## src/rtl/seg_pkg.sv

```systemverilog
// +----------------------------------------------------------------------------+
// | seg_pkg : shared constants, segment encoding and FSM state type for the    |
// |           seven-segment scan display. Revision 1.0                         |
// +----------------------------------------------------------------------------+
`default_nettype none

package seg_pkg;

  localparam int DIGITS = 8;

  localparam logic [6:0] SEG_BLANK = 7'h7F;

  // Active-low {g,f,e,d,c,b,a}: 0-9, A, b, C, d, E, F
  localparam logic [0:15][6:0] SEG_LUT = {
    7'h40, 7'h79, 7'h24, 7'h30, 7'h19, 7'h12, 7'h02, 7'h78,
    7'h00, 7'h10, 7'h08, 7'h03, 7'h46, 7'h21, 7'h06, 7'h0E
  };

  typedef enum logic [1:0] {
    IDLE = 2'd0,
    CONV = 2'd1,
    LOAD = 2'd2
  } state_t;

  function automatic logic [6:0] seg_encode(input logic [3:0] nib);
    return SEG_LUT[nib];
  endfunction

endpackage

`default_nettype wire

```

## src/rtl/seg_display_scan_bin2bcd_seq.sv

```systemverilog
// +----------------------------------------------------------------------------+
// | bin2bcd_seq : sequential 32-bit binary to 10-digit BCD converter           |
// |               (double dabble, one shift per clock). Built only when        |
// |               SEG_DECIMAL_EN is defined. Revision 1.0                      |
// +----------------------------------------------------------------------------+
`default_nettype none

`ifdef SEG_DECIMAL_EN
module bin2bcd_seq (
  input  logic        clk,
  input  logic        reset,
  input  logic        start_i,
  input  logic [31:0] bin_i,
  output logic        done_o,
  output logic [39:0] bcd_o
);

  logic [31:0] bin_q;
  logic [39:0] bcd_q;
  logic [39:0] adj_d;
  logic [71:0] shift_d;
  logic [4:0]  cnt_q;
  logic        run_q;
  logic        done_q;

  always_comb begin
    adj_d = bcd_q;
    for (int d = 0; d < 10; d++) begin
      if (bcd_q[4*d +: 4] >= 4'd5) begin
        adj_d[4*d +: 4] = bcd_q[4*d +: 4] + 4'd3;
      end
    end
    shift_d = {adj_d, bin_q} << 1;
  end

  always_ff @(posedge clk or posedge reset) begin
    if (reset) begin
      bin_q  <= '0;
      bcd_q  <= '0;
      cnt_q  <= '0;
      run_q  <= 1'b0;
      done_q <= 1'b0;
    end else begin
      done_q <= 1'b0;
      if (start_i) begin
        bin_q <= bin_i;
        bcd_q <= '0;
        cnt_q <= '0;
        run_q <= 1'b1;
      end else if (run_q) begin
        bcd_q <= shift_d[71:32];
        bin_q <= shift_d[31:0];
        cnt_q <= cnt_q + 5'd1;
        if (cnt_q == 5'd31) begin
          run_q  <= 1'b0;
          done_q <= 1'b1;
        end
      end
    end
  end

  assign done_o = done_q;
  assign bcd_o  = bcd_q;

endmodule
`endif

`default_nettype wire

```

## src/rtl/seg_display_scan.sv

```systemverilog
// +----------------------------------------------------------------------------+
// | seg_display_scan : accepts a 32-bit value, converts it (decimal when       |
// |   SEG_DECIMAL_EN is defined, hex otherwise) and scans it onto an 8-digit   |
// |   common-anode display with leading-zero blanking. Revision 1.0            |
// +----------------------------------------------------------------------------+
`default_nettype none

module seg_display_scan
  import seg_pkg::*;
#(
  parameter int SCAN_DIV = 1000,
  parameter int DIGITS   = 8
) (
  input  logic              clk,
  input  logic              reset,
  input  logic [31:0]       value,
  input  logic              value_valid,
  output logic              value_ready,
  output logic [6:0]        seg,
  output logic [DIGITS-1:0] an,
  output logic              busy,
  output logic              ovf
);

  localparam logic [15:0] SCAN_TC = 16'(SCAN_DIV - 1);

  state_t              state_q;
  logic                ready_q;
  logic                busy_q;
  logic [4*DIGITS-1:0] disp_q;
  logic [4*DIGITS-1:0] disp_d;
  logic                load_en;
  logic [4*DIGITS-1:0] load_val;
  logic                accept;

  logic [15:0]         cnt_q;
  logic [15:0]         cnt_d;
  logic [2:0]          idx_q;
  logic [2:0]          idx_d;
  logic [DIGITS-1:0]   an_q;
  logic [DIGITS-1:0]   an_d;
  logic [6:0]          seg_q;
  logic [6:0]          seg_d;
  logic [DIGITS-1:0]   blank_d;
  logic                zero_run;
  logic                scan_tc;

  assign accept = value_valid && ready_q;

`ifdef SEG_DECIMAL_EN
  logic        bcd_done;
  logic [39:0] bcd;
  logic        ovf_q;

  bin2bcd_seq u_bin2bcd (
    .clk     (clk),
    .reset   (reset),
    .start_i (accept),
    .bin_i   (value),
    .done_o  (bcd_done),
    .bcd_o   (bcd)
  );

  assign load_en  = (state_q == CONV) && bcd_done;
  assign load_val = bcd[31:0];

  always_ff @(posedge clk or posedge reset) begin
    if (reset) begin
      ovf_q <= 1'b0;
    end else if (load_en) begin
      ovf_q <= |bcd[39:32];
    end
  end

  assign ovf = ovf_q;
`else
  logic [31:0] value_q;

  always_ff @(posedge clk or posedge reset) begin
    if (reset) begin
      value_q <= '0;
    end else if (accept) begin
      value_q <= value;
    end
  end

  assign load_en  = (state_q == CONV);
  assign load_val = value_q;
  assign ovf      = 1'b0;
`endif

  always_ff @(posedge clk or posedge reset) begin
    if (reset) begin
      state_q <= IDLE;
      ready_q <= 1'b1;
      busy_q  <= 1'b0;
      disp_q  <= '0;
    end else begin
      disp_q <= disp_d;
      unique case (state_q)
        IDLE: begin
          if (accept) begin
            state_q <= CONV;
            ready_q <= 1'b0;
            busy_q  <= 1'b1;
          end
        end
        CONV: begin
          if (load_en) begin
            state_q <= LOAD;
          end
        end
        LOAD: begin
          state_q <= IDLE;
          ready_q <= 1'b1;
          busy_q  <= 1'b0;
        end
        default: begin
          state_q <= IDLE;
          ready_q <= 1'b1;
          busy_q  <= 1'b0;
        end
      endcase
    end
  end

  assign scan_tc = (cnt_q == SCAN_TC);

  // seg is computed from the post-edge digit and display contents so a LOAD
  // and a digit advance land on the pins in the same clock as the registers.
  always_comb begin
    disp_d   = load_en ? load_val : disp_q;
    blank_d  = '0;
    zero_run = 1'b1;
    for (int i = DIGITS - 1; i >= 1; i--) begin
      zero_run   = zero_run && (disp_d[4*i +: 4] == 4'd0);
      blank_d[i] = zero_run;
    end
    cnt_d = scan_tc ? 16'd0 : cnt_q + 16'd1;
    idx_d = scan_tc ? idx_q + 3'd1 : idx_q;
    an_d  = ~({{(DIGITS-1){1'b0}}, 1'b1} << idx_d);
    seg_d = blank_d[idx_d] ? SEG_BLANK : seg_encode(disp_d[{idx_d, 2'b00} +: 4]);
  end

  always_ff @(posedge clk or posedge reset) begin
    if (reset) begin
      cnt_q <= '0;
      idx_q <= '0;
      an_q  <= {{(DIGITS-1){1'b1}}, 1'b0};
      seg_q <= SEG_BLANK;
    end else begin
      cnt_q <= cnt_d;
      idx_q <= idx_d;
      an_q  <= an_d;
      seg_q <= seg_d;
    end
  end

  assign value_ready = ready_q;
  assign busy        = busy_q;
  assign seg         = seg_q;
  assign an          = an_q;

endmodule

`default_nettype wire

```

## config.mk

```make
export PLATFORM = sky130hd
export DESIGN_NAME = seg_display_scan
export DESIGN_NICKNAME = d
export VERILOG_FILES = /design/src/rtl/seg_pkg.sv /design/src/rtl/seg_display_scan_bin2bcd_seq.sv /design/src/rtl/seg_display_scan.sv
export SDC_FILE = /design/constraint.sdc
export NUM_CORES = 1
export LEC_CHECK = 0
export CAP_MARGIN = 10
export CORE_MARGIN = 2
export CORE_UTILIZATION = 25
export CTS_CLUSTER_DIAMETER = 150
export DETAILED_ROUTE_END_ITERATION = 16
export HOLD_SLACK_MARGIN = 0.08
export SLEW_MARGIN = 20
export SYNTH_ARGS = -nofsm -noshare
export SYNTH_HDL_FRONTEND = slang
export SYNTH_SLANG_ARGS = --single-unit
```

## constraint.sdc

```tcl
create_clock -name clk -period 2.9 [get_ports clk]
set_input_delay 0.435 -clock clk [delete_from_list [all_inputs] [get_ports clk]]
set_output_delay 0.435 -clock clk [all_outputs]
set_load 0.01 [all_outputs]
```

# Word level (Yosys, flattened, before mapping)
# Memories as Yosys holds them, arrays and structs flattened.
# Index checks and enable logic that the tools add are counted.
totals:
  rom_bits: 112
  wordCells: 52
  register_bits: 102
  memories: 1
mem_list:
  columns: ["memory", "depth", "width", "read_ports", "rd_clocked_by_memory_dff", "wr", "line_no", "text"]
  rows:
  - ["(name not given)", 16, 7, 1, 0, 0, "seg_pkg.sv:26", "return SEG_LUT[nib];"]
classes:
  bitwise_logic: 3
  magnitude_cmp: 2
  addsub: 2
  reduce_logical: 16
  eq_ne: 3
  muxes: 14
  shifts: 2
ops:
  columns: ["operator", "count"]
  rows:
  - ["32-bit two-way mux", 1]
  - ["32-bit by 6-bit variable part select with 4-bit output", 1]
  - ["4-bit logical NOT", 7]
  - ["7-bit two-way mux", 3]
  - ["16-bit by 1-bit adder with 16-bit output (second input constant)", 1]
  - ["16-bit by 10-bit == test with 1-bit output (second input constant)", 1]
  - ["16-bit two-way mux", 1]
  - ["8-bit NOT", 1]
  - ["1-bit by 3-bit left shift with 8-bit output (first input constant)", 1]
  - ["1-bit logical AND", 7]
  - ["5-bit greater-or-equal comparator (second input constant)", 1]
  - ["4-bit NOT with 5-bit output", 1]
  - ["3-bit by 4-bit < comparator with 1-bit output (second input constant)", 1]
  - ["1-bit case mux with 2 select lines", 2]
  - ["2-bit case mux with 2 select lines", 1]
  - ["3-bit by 1-bit adder with 3-bit output (second input constant)", 1]
  - ["1-bit binary-select mux with 3-bit select", 1]
  - ["1-bit two-way mux", 3]
  - ["3-bit two-way mux", 1]
  - ["2-bit by 1-bit == test with 1-bit output (second input constant)", 1]
  - ["2-bit logical NOT", 1]
  - ["2-bit two-way mux", 1]
  - ["2-bit inequality test (second input constant)", 1]
  - ["2-bit AND reduction", 1]
  - ["1-bit NOT", 1]

# Depth between registers and ports, before layout
# Gate-level depths: netlist of the first run.
depth:
  word_depth: 12
  mapped_depth: 16
  mapped_depth_nobuf: 14

# Least setup slack after synthesis of the first run
# No wires, ideal clock.
synth_timing:
  path_kind: "flip-flop to flip-flop"
  from: "register idx_q[0]"
  to: "register seg_q[6] (netlist: seg[6])"
  stages_incl_launch_ff: 13
  t_arrival_ps: 2749
  n_path_buf: 1
  t_required_ps: 2823
  path_slack_ps: 73
  path_cell_list: "dfrtp_1 -> ha_1 -> clkbuf_1 -> inv_1 -> mux4_2 -> nand2_1 -> a21oi_1 -> or2_1 -> inv_1 -> ha_1 -> inv_1 -> mux2_2 -> o22ai_1"
synth_between:
  elab_chain_cells: 8
synth_lines:
  columns: ["element", "line_no", "text"]
  rows:
  - ["from (decl)", "seg_display_scan.sv:38", "logic [2:0] idx_q;"]
  - ["from (signal assigned)", "seg_display_scan.sv:153", "idx_q <= idx_d;"]
  - ["3-bit by 1-bit adder with 3-bit output", "seg_display_scan.sv:140", "idx_d = scan_tc ? idx_q + 3'd1 : idx_q;"]
  - ["3-bit two-way mux *", "seg_display_scan.sv:140", null]
  - ["32-bit by 6-bit variable part select with 4-bit output", "seg_display_scan.sv:142", "seg_d = blank_d[idx_d] ? SEG_BLANK : seg_encode(disp_d[{idx_d, 2'b00} +: 4]);"]
  - ["4-bit NOT with 5-bit output (implied by the code)", "seg_pkg.sv:26", null]
  - ["memory 16 x 7 bit", null, null]
  - ["7-bit two-way mux (implied by the code) (2 in series)", "seg_pkg.sv:26", null]
  - ["7-bit two-way mux *", "seg_display_scan.sv:142", null]
  - ["net seg_d[6]", "seg_display_scan.sv:43", "logic [6:0] seg_d;"]
  - ["to (signal assigned)", "seg_display_scan.sv:155", "seg_q <= seg_d;"]
  - ["to (decl)", "seg_display_scan.sv:42", "logic [6:0] seg_q;"]
# The timed path passes the listed nets; every way through them passes the cells marked *. The select of a mux whose other input is x is not followed.
# A chain may end at the register's enable or synchronous reset.

# Worst setup path after layout of the first run
layout_timing:
  from: "register idx_q[0]"
  to: "register seg_q[0] (netlist: seg[0])"
# Same word-level chain as after synthesis.

==> results by group, run 1 <==
Die
  – Total Die Area: 21,200 sq um
  – Count of standard-cell rows: 51
  – Area of the core: 19,600 sq um
  – Initial cell density of the core: 25.6%
  – Die boundary height: 146 um
  – Total I/O pin count: 53
  – Die width: 146 um

Timing
  – Worst-Margin Slew: 0.771 ns
  – Crit share post-route: 96.5%
  – Final Max Tran Viols: 0
  – Worst hold slack after final layout: 0.481 ns
  – FMAX: 357 MHz
  – Final Hold Fails: 0
  – Min Clock Period, post-route: 2.80 ns
  – Worst Skew: 0.00542 ns
  – Tightest slew margin relative to the limit: 48.5%
  – # setup viols final: 0
  – Sum of negative setup slack: 0 ns

Worst setup path
  – Crit path launch type: register
  – Worst Setup End Kind: register
  – Delay of the slowest cell on the worst path: 0.52 ns
  – Class of the most critical setup path: register to register
  – CP max-delay cell: sky130_fd_sc_hd__mux4_2
  – Critical Path, Cell by Cell: ha_2 -> mux4_2 -> mux4_2 -> a21oi_1 -> a31oi_4 -> buf_4 -> o21bai_1 -> a21oi_1 -> o21ai_1
  – Data required time at the worst endpoint: 3.16 ns
  – Arrival time of data at the critical path endpoint: 3.06 ns
  – Highest fanout seen on the critical path: 6

Layout
  – Most common cell after layout, fill and taps aside: sky130_fd_sc_hd__dfrtp_1
  – Layout filler cell count: 1,961
  – Commonest cells after routing, fill and taps aside: sky130_fd_sc_hd__dfrtp_1 (86), sky130_fd_sc_hd__nand2_1 (65), sky130_fd_sc_hd__clkdlybuf4s50_1 (51)
  – Number of diodes added for antenna fixing: 0
  – Share of cells above drive strength 1: 29.1%
  – Net count of the finished layout: 545
  – Area growth from synthesis to layout: 28.0%

Route
  – WL final: 11,700 um
  – Remaining DRCs: 0
  – ANT nets after route: 0
  – Detailed-router iteration count before antenna repair: 4
  – Via density per instance: 4.58
  – Vias: 3,547
  – Wirelength per Cell: 15.1 um
  – Number of DRC markers after the initial detailed-route iteration: 185

GRT
  – Maximum number of pins on one net before global-route repair: 48
  – Total overflow reported by the global router: 0
  – Number of antenna violations at the first check in global routing: 0
  – Vias in the first global route: 3,634
  – Wire length of the first global-routing pass: 19,500 um
  – GRT Overall Usage: 11.5%

Synth
  – Part of the Yosys area used for sequential elements: 51.2%
  – Cell count after synthesis: 429
  – Yosys reg bits: 102
  – Yosys cell types: 65
  – Post-synthesis area per instance: 11.7 sq um
  – Number of enable-type register cells in the synthesized netlist: 0
  – Ys async rst share: 100%
  – Most instantiated flip-flop cell in the synthesis netlist: sky130_fd_sc_hd__dfrtp_1
  – Netlist area before placement: 5020 sq um
  – Synth warnings: 0
  – Total nets after synthesis: 470

Power
  – Share of power burned in the clock network: 20.0%
  – IR Drop Worst-Case VDD: 0.000491 V
  – Power, Total: 5.83 mW
  – Sequential power share: 40.3%
  – Switching power as a share of total power: 34.1%
  – Internal Power: 3.84 mW
  – Power density over the cells: 907 nW/um^2
  – Leakage power of the design: 2.73 nW
  – Switch Pwr: 1.99 mW
  – Comb pwr share: 39.7%

CTS
  – Clock root buffer: sky130_fd_sc_hd__clkbuf_16
  – Clock buffer depth: 2
  – Number of clock buffers inserted by TritonCTS: 9
  – Insertion delay of the later-clocked pin in the worst-skew pair: 0.35 ns
  – Clock input transition at the sequential cells of the worst setup and hold paths: 0.06 ns
  – Clock Sinks: 102
  – CTS tree: yes
  – Total number of H-tree levels: 3

Place
  – Number of input and output port buffers inserted: 51
  – Weighted congestion reported at the end of routability-driven placement: 0.883
  – Half-perimeter wire length after detailed placement: 8760 um

Worst hold path
  – Class of the worst hold path: register to register

Run status
  – Result of the run: completed

Job
  – Max-cap violations: 0
[metrics by stage]
step,instances,instance area [sq um],utilization (%),setup slack [ns]
CTS,762,6240,31.8,0.0111
finish,774,6430,32.8,0.100
floorplan,429,5030,-,0.0730
global route,774,6430,32.8,-0.0358
global placement,744,5920,30.2,0.0330
detailed placement,744,5920,30.2,-0.108
[state kept, by name (all words and copies together) (netlist names)]
register and cells:
state_q 2, idx_q 3, cnt_q 16, busy 1, an 8, disp_q 32
value_ready 1, load_val 32, seg 7
[cell usage after synthesis (all sizes together) (2+ instances only)]
| library cell | instances | area [sq um] |
|---|---|---|
| o221ai | 6 | 52.6 |
| o21ai | 5 | 25.0 |
| nor2 | 23 | 88.8 |
| dfrtp | 87 | 2180 |
| o211ai | 4 | 30.0 |
| nor4 | 6 | 52.6 |
| o22ai | 2 | 12.5 |
| a21oi | 8 | 40.0 |
| or4 | 3 | 22.5 |
| inv | 32 | 123 |
| xnor2 | 5 | 43.8 |
| a221o | 2 | 20.0 |
| nand4 | 4 | 31.3 |
| buf | 15 | 100 |
| xor2 | 9 | 78.8 |
| nand2b | 4 | 32.5 |
| and2 | 2 | 15.0 |
| a21o | 2 | 15.0 |
| nand3 | 7 | 35.0 |
| a211oi | 3 | 45.0 |
| ha | 6 | 75.1 |
| mux4 | 13 | 293 |
| mux2 | 39 | 443 |
| nand2 | 66 | 248 |
| clkbuf | 6 | 22.5 |
| dfstp | 15 | 394 |
| or3 | 2 | 12.5 |
| a22oi | 2 | 15.0 |
| and3 | 5 | 31.3 |
| o41ai | 2 | 17.5 |
| o21a | 2 | 15.0 |
| mux2i | 24 | 244 |
[repair_timing]
| item | in CTS | in global routing |
|---|---|---|
| hold buffers | 0 | 0 |
| pin swaps | 1 | 10 |
| setup buffers | 2 | 12 |
| endpoints found under the setup margin | 7 | 7 |
| gates cloned | 0 | 0 |
| resized for setup | 6 | 25 |
[layout make-up]
| type | count | area, sq um | share of cell area, % |
|---|---|---|---|
| clock buffer | 14 | 244 | 3.80 |
| tap | 265 | 332 | 5.16 |
| clock inverter | 2 | 35.0 | 0.545 |
| sequential | 102 | 2570 | 40.0 |
| inverter | 32 | 126 | 1.97 |
| timing repair buffer | 85 | 798 | 12.4 |
| multi-input combinational | 274 | 2320 | 36.1 |
[cell families after synthesis]
logic type | after synthesis | share of synthesized area (%)
compound gates | 47 | 7.67
xor+xnor | 14 | 2.44
fa+ha+maj | 6 | 1.49
buf+inv | 53 | 4.88
flops | 102 | 51.2
mux | 76 | 19.5
other cells | 1 | 0.0747
simple gates | 130 | 12.7
[metal layers]
layer	GRT usage [%]	share of wire [%]
met3	3.32	4.8
met5	0	0
met1	14.5	44
met4	2.84	1.2
met2	19.5	50
[critical path: cells and delay by family (launching register included)]
family / cells / cell delay, ns
DFF: 1 / 0.39
AOI/OAI and AO/OA: 5 / 0.71
buffers and inverters: 1 / 0.18
adders and majority gates: 1 / 0.41
muxes: 2 / 1.01
[power by group through the flow]
| stage | combinational, mW | sequential (mW) | clock [mW] |
|---|---|---|---|
| after global routing | 2.55 | 2.43 | 1.27 |
| final | 2.32 | 2.35 | 1.17 |
| after detailed placement | 2.11 | 2.38 | 0 |
| after CTS | 2.15 | 2.35 | 1.22 |
| after floorplan | 1.52 | 2.26 | 0 |
| after global placement | 2.03 | 2.36 | 0 |
[final timing paths]
kind / slack, ns / cells after the start / from / to
setup / recovery: 0.10 / 9 / idx_q[0] / seg[0]
hold / removal: 0.48 / 1 / busy / busy
setup reg to reg: 0.10 / 9 / idx_q[0] / seg[0]
hold reg to reg: 0.48 / 1 / busy / busy
max in group asynchronous: 1.58 / 3 / reset / disp_q[16]
min in group asynchronous: 0.57 / 2 / reset / state_q[0]
(Power assumes the default switching activity.)
==> inputs of run 2 (changes only) <==
--- a/config.mk
+++ b/config.mk
@@ -5,7 +5,7 @@
 export SDC_FILE = /design/constraint.sdc
 export NUM_CORES = 1
 export LEC_CHECK = 0
-export CAP_MARGIN = 10
+export CAP_MARGIN = 20
 export CORE_MARGIN = 2
 export CORE_UTILIZATION = 25
 export CTS_CLUSTER_DIAMETER = 150
==> results of run 2 <==
Same layout as run 1: the final DEF is identical, and so are final timing and power.
==> inputs of run 3 (changes only) <==
--- a/config.mk
+++ b/config.mk
@@ -10,7 +10,7 @@
 export CORE_UTILIZATION = 25
 export CTS_CLUSTER_DIAMETER = 150
 export DETAILED_ROUTE_END_ITERATION = 16
-export HOLD_SLACK_MARGIN = 0.08
+export HOLD_SLACK_MARGIN = 0.15
 export SLEW_MARGIN = 20
 export SYNTH_ARGS = -nofsm -noshare
 export SYNTH_HDL_FRONTEND = slang
==> constraint.sdc (replaced) <==
create_clock -name clk -period 2.5 [get_ports clk]
set_input_delay 0.375 -clock clk [delete_from_list [all_inputs] [get_ports clk]]
set_output_delay 0.375 -clock clk [all_outputs]
set_load 0.01 [all_outputs]
==> run 3 against run 2 <==
  * The flow now finishes with violations (negative setup slack)
  * Flip-flop and latch count unchanged
  * Maximum frequency increased by 2.0%
  * Non-clock buffer count is 59 higher
  * Worst setup slack lost 0.35 ns
  * Via count is 5.3% higher
  * Combinational power is 38% higher
  * Clock skew is 0.0048 ns higher
  * Register-to-register slack got worse by 0.35 ns
  * Hold slack better by 0.017 ns
  * Sequential share of layout area shrank 4.0 points
==> results by group, run 3 (same netlist as run 1, synthesis figures left out) <==
CTS
  – Insertion delay of the later-clocked pin in the worst-skew pair: 0.36 ns
  – Total number of H-tree levels: 3
  – Clock root buffer: sky130_fd_sc_hd__clkbuf_16
  – Clock buffer depth: 2
  – CTS tree: yes
  – Clock Sinks: 102
  – Number of clock buffers inserted by TritonCTS: 9
  – Number of buffers inserted by hold repair at cts: 0
  – Clock input transition at the sequential cells of the worst setup and hold paths: 0.07 ns

Power
  – Internal Power: 5.00 mW
  – Leakage power of the design: 3.09 nW
  – Sequential power share: 36.1%
  – Share of power burned in the clock network: 21.6%
  – IR Drop Worst-Case VDD: 0.000556 V
  – Power density over the cells: 1060 nW/um^2
  – Power, Total: 7.57 mW
  – Comb pwr share: 42.4%
  – Switch Pwr: 2.57 mW
  – Switching power as a share of total power: 34.0%

Timing
  – Final Hold Fails: 0
  – Sum of negative setup slack: -1.46 ns
  – Crit share post-route: 110%
  – Min Clock Period, post-route: 2.75 ns
  – Unrepaired setup endpoints after global routing: true
  – FMAX: 364 MHz
  – Worst-Margin Slew: 0.595 ns
  – Setup slack after layout: -0.245 ns
  – # setup viols final: 7
  – Worst Skew: 0.0102 ns
  – Tightest slew margin relative to the limit: 59.2%
  – Final Max Tran Viols: 0

Worst setup path
  – Arrival time of data at the critical path endpoint: 3.03 ns
  – CP max-delay cell: sky130_fd_sc_hd__dfrtp_1
  – Cell family contributing the most delay on the critical path: simple AND/OR/NAND/NOR gates
  – Class of the most critical setup path: register to register
  – Highest fanout seen on the critical path: 4
  – Data required time at the worst endpoint: 2.78 ns
  – Crit path launch type: register
  – Delay of the slowest cell on the worst path: 0.42 ns
  – Critical Path, Cell by Cell: nor4_4 -> and4_4 -> mux2i_4 -> a221o_1 -> a211oi_2 -> a41oi_2 -> buf_4 -> ha_4 -> inv_2 -> mux2_4 -> o22ai_2
  – Worst path buffer plus inverter count: 2
  – Worst Setup End Kind: register

Place
  – Number of input and output port buffers inserted: 51
  – Half-perimeter wire length after detailed placement: 9060 um
  – # placed instances: 794
  – Weighted congestion reported at the end of routability-driven placement: 0.841
  – Worst Setup Slack post-DPL: -0.389 ns
  – Standard cell area after detailed placement: 6360 sq um

Route
  – ANT nets after route: 0
  – Wirelength per Cell: 15.4 um
  – WL final: 12,900 um
  – Detailed-router iteration count before antenna repair: 4
  – Vias: 3,736
  – Via density per instance: 4.48
  – Number of DRC markers after the initial detailed-route iteration: 185
  – Remaining DRCs: 0

Die
  – Initial cell density of the core: 25.6%
  – Total I/O pin count: 53
  – Total Die Area: 21,200 sq um
  – Count of standard-cell rows: 51
  – Die boundary height: 146 um
  – Die width: 146 um
  – Area of the core: 19,600 sq um

Layout
  – Layout filler cell count: 1,916
  – Most common cell after layout, fill and taps aside: sky130_fd_sc_hd__dfrtp_1
  – Number of diodes added for antenna fixing: 0
  – Area growth from synthesis to layout: 42.0%
  – Number of non-filler instances in the completed layout: 834
  – Final cell area excluding filler cells: 7130 sq um
  – Commonest cells after routing, fill and taps aside: sky130_fd_sc_hd__dfrtp_1 (87), sky130_fd_sc_hd__buf_4 (85), sky130_fd_sc_hd__nand2_1 (65)
  – Share of cells above drive strength 1: 40.2%
  – Net count of the finished layout: 605

Run status
  – Result of the run: finished with violations
  – Failing checks: negative setup slack

Job
  – Max-cap violations: 0

GRT
  – Vias in the first global route: 4,044
  – Maximum number of pins on one net before global-route repair: 103
  – Wire length of the first global-routing pass: 21,100 um
  – Total overflow reported by the global router: 0
  – GRT Overall Usage: 12.5%
  – Number of antenna violations at the first check in global routing: 0

Worst hold path
  – Class of the worst hold path: input port to async pin
-- run 3: changes by cell type in the layout (fill, tap and decap cells not counted), sizes merged --
| cell | change |
|---|---|
| buf | +59 |
| clkbuf | -4 |
| bufinv | +2 |
| inv | +2 |
| clkinv | -1 |
| clkinvlp | +1 |
| nand2b | +1 |
-- run 3: per-layer routing --
| layer | share of wire, % | global-route usage, % | up-vias |
|---|---|---|---|
| met2 | 52 | 21.6 | 73 |
| met1 | 42 | 15.1 | 1880 |
| li1 | - | - | 1768 |
| met4 | 1.5 | 3.58 | 0 |
| met3 | 4.5 | 3.70 | 15 |
| met5 | 0 | 0 | - |
-- run 3: path summary, 6_finish.rpt --
kind	cells past startpoint	slack [ns]	end	from
min reg2reg	1	0.50	busy	busy
max in group asynchronous	3	1.55	disp_q[30]	reset
min	3	0.50	an[0]	reset
max	11	-0.25	seg[6]	cnt_q[14]
min in group clk	1	0.50	busy	busy
max reg2reg	11	-0.25	seg[6]	cnt_q[14]
-- run 3: worst reg2reg max path, stage by stage, from the launching register on --
cell	delay (ns)
sky130_fd_sc_hd__dfrtp_1	0.42
sky130_fd_sc_hd__nor4_4	0.40
sky130_fd_sc_hd__and4_4	0.35
sky130_fd_sc_hd__mux2i_4	0.30
sky130_fd_sc_hd__a221o_1	0.21
sky130_fd_sc_hd__a211oi_2	0.05
sky130_fd_sc_hd__a41oi_2	0.26
sky130_fd_sc_hd__buf_4	0.17
sky130_fd_sc_hd__ha_4	0.12
sky130_fd_sc_hd__inv_2	0.03
sky130_fd_sc_hd__mux2_4	0.26
sky130_fd_sc_hd__o22ai_2	0.09
-- run 3: layout make-up --
| cell class | instances | area (sq um) | area share (%) |
|---|---|---|---|
| well taps | 265 | 332 | 4.65 |
| multi-input cells | 275 | 2490 | 35.0 |
| flip-flops and latches | 102 | 2570 | 36.1 |
| clock buffers | 10 | 229 | 3.21 |
| inverters | 32 | 136 | 1.91 |
| clock inverters | 6 | 118 | 1.65 |
| repair buffers | 144 | 1250 | 17.5 |
-- run 3: through the flow --
| step | hold WS (ns) | utilization, % |
|---|---|---|
| final | 0.498 | 36.4 |
| after detailed placement | 0.484 | 32.5 |
| after CTS | 0.504 | 35.8 |
| after global routing | 0.526 | 36.4 |
| after floorplan | 0.441 | - |
| after global placement | 0.467 | 32.5 |
-- run 3: power by group through the flow --
stage	clock, mW	combinational [mW]	sequential [mW]
after floorplan	0	1.84	2.62
after global placement	0	2.72	2.72
after detailed placement	0	2.80	2.75
after CTS	1.67	3.13	2.73
after global routing	1.75	3.48	2.82
final	1.63	3.21	2.73
-- run 3: timing repair --
action                     in CTS  in global routing
buffers inserted               16                  7
pin swaps                      18                 17
hold endpoints to repair        0                  0
cloned                          0                  1
setup endpoints to repair       7                  7
resized for setup              41                 10
